===== config.mk =====
export PLATFORM = sky130hd
export DESIGN_NAME = aes_round_ctrl
export DESIGN_NICKNAME = d
export VERILOG_FILES = /design/src/rtl/aes_ctrl_pkg.sv /design/src/rtl/aes_rnd_cnt.sv /design/src/rtl/aes_round_ctrl.sv
export SDC_FILE = /design/constraint.sdc
export NUM_CORES = 1
export LEC_CHECK = 0
export BUFFER_PORTS_ARGS = -buffer_cell sky130_fd_sc_hd__buf_2
export CORE_UTILIZATION = 56
export DETAILED_ROUTE_END_ITERATION = 12
export PLACE_DENSITY = 0.82
export SLEW_MARGIN = 0
export SYNTH_ARGS = -nofsm -noshare
export SYNTH_HDL_FRONTEND = slang
export SYNTH_HIERARCHICAL = 1
export SYNTH_SLANG_ARGS = --single-unit

===== constraint.sdc =====
create_clock -name clk -period 4.3 [get_ports clk]
set_input_delay 0.86 -clock clk [delete_from_list [all_inputs] [get_ports clk]]
set_output_delay 0.86 -clock clk [all_outputs]
set_load 0.02 [all_outputs]

===== src/rtl/aes_ctrl_pkg.sv =====
// aes_ctrl_pkg: shared state encodings, key-length codes and round counts for the AES round sequencer.
package aes_ctrl_pkg;
    typedef enum logic [1:0] {ST_IDLE, ST_LOAD, ST_ROUND, ST_DONE} state_t;
    typedef enum logic [1:0] {KL_128 = 2'b00, KL_192 = 2'b01, KL_256 = 2'b10, KL_RSV = 2'b11} key_len_t;
    localparam int RND_W = 4;
    localparam logic [RND_W-1:0] NR_128 = 4'd10;
    localparam logic [RND_W-1:0] NR_192 = 4'd12;
    localparam logic [RND_W-1:0] NR_256 = 4'd14;
    function automatic logic [RND_W-1:0] nr_of(input logic [1:0] kl);
        return kl == KL_192 ? NR_192 : kl == KL_256 ? NR_256 : NR_128;
    endfunction
endpackage


===== src/rtl/aes_rnd_cnt.sv =====
// aes_rnd_cnt: round and intra-round cycle counters with key-schedule stall, commit and last-round detect.
module aes_rnd_cnt
    import aes_ctrl_pkg::*;
#(
    parameter int RND_CYC = 1,
    parameter int CYC_W   = 3
) (
    input  logic             clk,
    input  logic             rst,
    input  logic             i_clr,
    input  logic             i_start,
    input  logic             i_run,
    input  logic             i_key_rdy,
    input  logic [RND_W-1:0] i_nr,
    output logic [RND_W-1:0] o_rnd_cnt,
    output logic             o_commit,
    output logic             o_last
);
    localparam logic [CYC_W-1:0] CYC_LAST = CYC_W'(RND_CYC - 1);
    logic [CYC_W-1:0] r_cyc;
    logic [RND_W-1:0] r_rnd;
    logic             w_at_end;
    assign w_at_end  = r_cyc == CYC_LAST;
    assign o_commit  = i_run && w_at_end && i_key_rdy;
    assign o_last    = r_rnd == i_nr;
    assign o_rnd_cnt = r_rnd;
    // a missing round key freezes both counters, so the round simply stretches
    always_ff @(posedge clk or posedge rst) begin
        if (rst) begin
            r_cyc <= '0;
            r_rnd <= '0;
        end else if (i_clr) begin
            r_cyc <= '0;
            r_rnd <= '0;
        end else if (i_start) begin
            r_cyc <= '0;
            r_rnd <= RND_W'(1);
        end else if (i_run && i_key_rdy) begin
            if (!w_at_end) begin
                r_cyc <= r_cyc + 1'b1;
            end else if (!o_last) begin
                r_cyc <= '0;
                r_rnd <= r_rnd + 1'b1;
            end
        end
    end
endmodule


===== src/rtl/aes_round_ctrl.sv =====
// aes_round_ctrl: AES round sequencer; handshake in, LOAD plus Nr rounds, result held until downstream accepts.
module aes_round_ctrl
    import aes_ctrl_pkg::*;
#(
    parameter int RND_CYC = 1,
    parameter int CYC_W   = 3
) (
    input  logic       clk,
    input  logic       rst,
    input  logic       i_valid,
    output logic       o_ready,
    input  logic [1:0] i_key_len,
    input  logic       i_key_rdy,
    input  logic       i_abort,
    input  logic       i_ready,
    output logic       o_valid,
    output logic       o_ld,
    output logic       o_rnd_en,
    output logic [3:0] o_rnd_idx,
    output logic       o_last_rnd,
    output logic       o_busy,
    output logic       o_err
);
    state_t           r_state, w_next;
    logic [RND_W-1:0] r_nr, w_rnd;
    logic             r_err, w_acc, w_rsv, w_commit, w_last;
    assign w_rsv   = i_key_len == KL_RSV;
    assign o_ready = r_state == ST_IDLE || (r_state == ST_DONE && i_ready);
    assign w_acc   = i_valid && o_ready && !i_abort;
    aes_rnd_cnt #(.RND_CYC(RND_CYC), .CYC_W(CYC_W)) u_cnt (
        .clk      (clk),
        .rst      (rst),
        .i_clr    (i_abort || r_state == ST_IDLE),
        .i_start  (r_state == ST_LOAD),
        .i_run    (r_state == ST_ROUND),
        .i_key_rdy(i_key_rdy),
        .i_nr     (r_nr),
        .o_rnd_cnt(w_rnd),
        .o_commit (w_commit),
        .o_last   (w_last)
    );
    always_comb begin
        w_next = r_state;
        case (r_state)
            ST_IDLE:  w_next = (w_acc && !w_rsv) ? ST_LOAD : ST_IDLE;
            ST_LOAD:  w_next = ST_ROUND;
            ST_ROUND: w_next = (w_commit && w_last) ? ST_DONE : ST_ROUND;
            ST_DONE:  w_next = !i_ready ? ST_DONE : (w_acc && !w_rsv) ? ST_LOAD : ST_IDLE;
            default:  w_next = ST_IDLE;
        endcase
        if (i_abort) w_next = ST_IDLE;
    end
    always_ff @(posedge clk or posedge rst) begin
        if (rst) begin
            r_state <= ST_IDLE;
            r_nr    <= NR_128;
            r_err   <= 1'b0;
        end else begin
            r_state <= w_next;
            r_err   <= w_acc && w_rsv;
            if (w_acc && !w_rsv) r_nr <= nr_of(i_key_len);
        end
    end
    assign o_valid    = r_state == ST_DONE;
    assign o_ld       = r_state == ST_LOAD;
    assign o_busy     = r_state == ST_LOAD || r_state == ST_ROUND;
    assign o_rnd_en   = r_state == ST_ROUND && w_commit;
    assign o_rnd_idx  = r_state == ST_ROUND ? w_rnd : 4'd0;
    assign o_last_rnd = r_state == ST_ROUND && w_last;
    assign o_err      = r_err;
endmodule


==> flow_metrics.env <==
export IMPL_outcome="completed"
export IMPL_syn_area_um2=844.6
export IMPL_reg2reg_from="r_state[0]"
export IMPL_period_share_pct=60.46
export IMPL_gr_total_overflow=0
export IMPL_cts_tree="done"
export IMPL_yosysWarnings=6
export IMPL_cap_violations=0
export IMPL_clock_sinks=12
export IMPL_required_ps=3440
export IMPL_grtUsageTotal_pct=22.30
export IMPL_viasPerCell=5.398
export IMPL_die_y_um=40.84
export IMPL_wl_met2_um=734
export IMPL_final_cell_mix="buf_2 (18), inv_1 (12), dfrtp_1 (11), ha_1 (9)"
export IMPL_fmax_mhz=384.6
export IMPL_yosysSeqAreaShare_pct=35.70
export IMPL_cts_root_buf="clkbuf_4"
export IMPL_antenna_found_initial=0
export IMPL_top_layer_used="met3"
export IMPL_hp_class="input port to async pin"
export IMPL_ctsResizeCount=0
export IMPL_wl_per_cell_um=12.14
export IMPL_critPathMaxFanout=5
export IMPL_clkPwrFrac_pct=29.2
export IMPL_synth_distinct_cells=27
export IMPL_synth_seq_cells=12
export IMPL_dieArea_um2=1668
export IMPL_dp_slack_ps=1897
export IMPL_drc=0
export IMPL_grt_max_degree=11
export IMPL_crit_path_start_kind="flip-flop"
export IMPL_swShare_pct=30.09
export IMPL_cts_buffer_depth=2
export IMPL_area_growth_pct=15.56
export IMPL_syn_avg_cell_area_um2=9.708
export IMPL_syn_inst=87
export IMPL_gp_congestion=0.8407
export IMPL_drt_wl_total_um=1493
export IMPL_port_buffer_count=18
export IMPL_ant_nets=0
export IMPL_nFillCells=102
export IMPL_fp_dieW_um=40.84
export IMPL_num_vias=664
export IMPL_multiInputGateArea_um2=494.2
export IMPL_wl_met1_um=714
export IMPL_ir_drop_uv=142.6
export IMPL_finalSetupViolCount=0
export IMPL_clk_pin_slew_worst_paths_ps=80
export IMPL_wl_met3_um=45
export IMPL_holdBufCountCts=0
export IMPL_power_leakage_nw=0.4957
export IMPL_drive_above_1_share_pct=29.63
export IMPL_seq_power_share_pct=50.8
export IMPL_hpwl_um=1202
export IMPL_rows=13
export IMPL_finalHoldViolCount=0
export IMPL_endpoint_kind="primary output"
export IMPL_insertion_delay_ps=270
export IMPL_synth_area_leaders="dfrtp_1 (33%), ha_1 (13%), xor2_2 (5.8%)"
export IMPL_setup_tns_ps=0
export IMPL_drt_initial_drc_count=6
export IMPL_synth_largest_area_cell="dfrtp_1"
export IMPL_cp_arrival_ps=1740
export IMPL_r2r_end="u_cnt/o_rnd_cnt[3]"
export IMPL_total_power_mw=0.2513
export IMPL_pwr_share_comb_pct=20.0
export IMPL_grt_pass1_wl_um=2408
export IMPL_io_pins=19
export IMPL_h_tree_depth=1
export IMPL_cts_setup_buffers=0
export IMPL_fin_crit_ps=2600
export IMPL_cts_buffers=3
export IMPL_p_sw_mw=0.07562
export IMPL_final_max_slew_viol_count=0
export IMPL_worst_slack_ps=1700
export IMPL_rrSetupSlack_ps=2410
export IMPL_final_common_cell="buf_2"
export IMPL_crit_type="flip-flop to primary output"
export IMPL_drt_first_pass_iters=4
export IMPL_initial_utilization_pct=62.56
export IMPL_diodes=0
export IMPL_finalClockSkew_ps=7.280
export IMPL_rr_worst_depth=6
export IMPL_powerDensity_nw_per_um2=257.5
export IMPL_grt_setup_unrepaired="no"
export IMPL_grt_pass1_vias=600
export IMPL_synth_top_cell_area_share_pct=32.59
export IMPL_seq_area_um2=301.5
export IMPL_p_int_mw=0.1757
export IMPL_syn_num_nets=104
export IMPL_coreArea_um2=1350
export IMPL_nets=126
## worst max-delay path, cell delays in order (launching register included)
cell and delay, ps:
dfrtp_1 450, xor2_2 230, nor4_2 410, and2_1 220, buf_2 170
## power by group through the flow
| stage | Clock [mW] | Sequential (mW) | Combinational [mW] |
|---|---|---|---|
| 6_report | 0.0733 | 0.128 | 0.0504 |
| 5_1_grt | 0.0842 | 0.128 | 0.0563 |
| 4_1_cts | 0.0774 | 0.128 | 0.0513 |
| 3_5_place_dp | 0 | 0.130 | 0.0507 |
| 3_3_place_gp | 0 | 0.129 | 0.0500 |
| 2_1_floorplan | 0 | 0.129 | 0.0380 |
## Yosys cell counts
| library cell | count |
|---|---|
| nand2_1 | 2 |
| inv_1 | 12 |
| or2_2 | 2 |
| xor2_2 | 3 |
| a21oi_1 | 6 |
| nor2_1 | 6 |
| nor4_2 | 1 |
| and2_1 | 6 |
| nand3_1 | 3 |
| dfrtp_1 | 11 |
| nor2b_1 | 1 |
| or4b_4 | 1 |
| a22oi_1 | 1 |
| nor3_1 | 3 |
| o41ai_4 | 1 |
| mux2i_1 | 3 |
| o21ai_0 | 3 |
| conb_1 | 2 |
| a21oi_2 | 1 |
| dfstp_2 | 1 |
| a211oi_1 | 2 |
| and2b_2 | 1 |
| clkbuf_1 | 1 |
| or3_1 | 2 |
| xor2_1 | 2 |
| ha_1 | 9 |
| and4b_1 | 1 |
## stage by stage
step                      hold WS, ps  utilization (%)  instance area [µm²]  std cells
after floorplan                 466.4                -                844.6         87
after global placement          479.0            70.34                949.7        119
after detailed placement        483.6            70.34                949.7        119
after CTS                       485.2            72.29                975.9        123
after global routing            501.5            72.29                975.9        123
final                           489.8            72.29                975.9        123
## cell type report
class / instances / share of cell area, %
Inverter: 12 / 4.615
Tap cell: 15 / 1.923
Clock buffer: 4 / 2.692
Timing Repair Buffer: 18 / 9.231
Sequential cell: 12 / 30.90
Multi-Input combinational cell: 62 / 50.64
## layer usage
layer	GRT usage [%]	vias up
met1	27.46	322
li1	-	328
met2	37.89	14
met3	4.891	0
met4	7.500	0
met5	0	-
## how the worst max path moves through the flow
stage	startpoint	end
finish	u_cnt/o_rnd_cnt[2]	o_last_rnd
global route	r_state[0]	o_rnd_en
CTS	u_cnt/o_rnd_cnt[2]	o_last_rnd
detailed placement	i_key_rdy	o_rnd_en
global placement	i_key_rdy	o_rnd_en
floorplan	i_key_rdy	o_rnd_en
## kinds of logic (layout without fill, tap and decap cells)
kind of cell | count (synthesis) | after routing | share of synthesized area [%]
AO/OA/AOI/OAI | 14 | 14 | 12.30
XOR/XNOR | 5 | 5 | 7.853
adder cells (fa/ha/maj) | 9 | 9 | 13.33
buffers and inverters | 13 | 34 | 5.777
flip-flops | 12 | 12 | 35.70
multiplexers | 3 | 3 | 3.556
other | 2 | 2 | 0.8892
AND/OR/NAND/NOR | 29 | 29 | 20.59
## registers in the layout (all words and copies together), names as in the netlist
register         cells
o_err                1
u_cnt/r_cyc          3
r_nr                 2
u_cnt/o_rnd_cnt      4
r_state              2
Power figures use the tool's default switching activity.
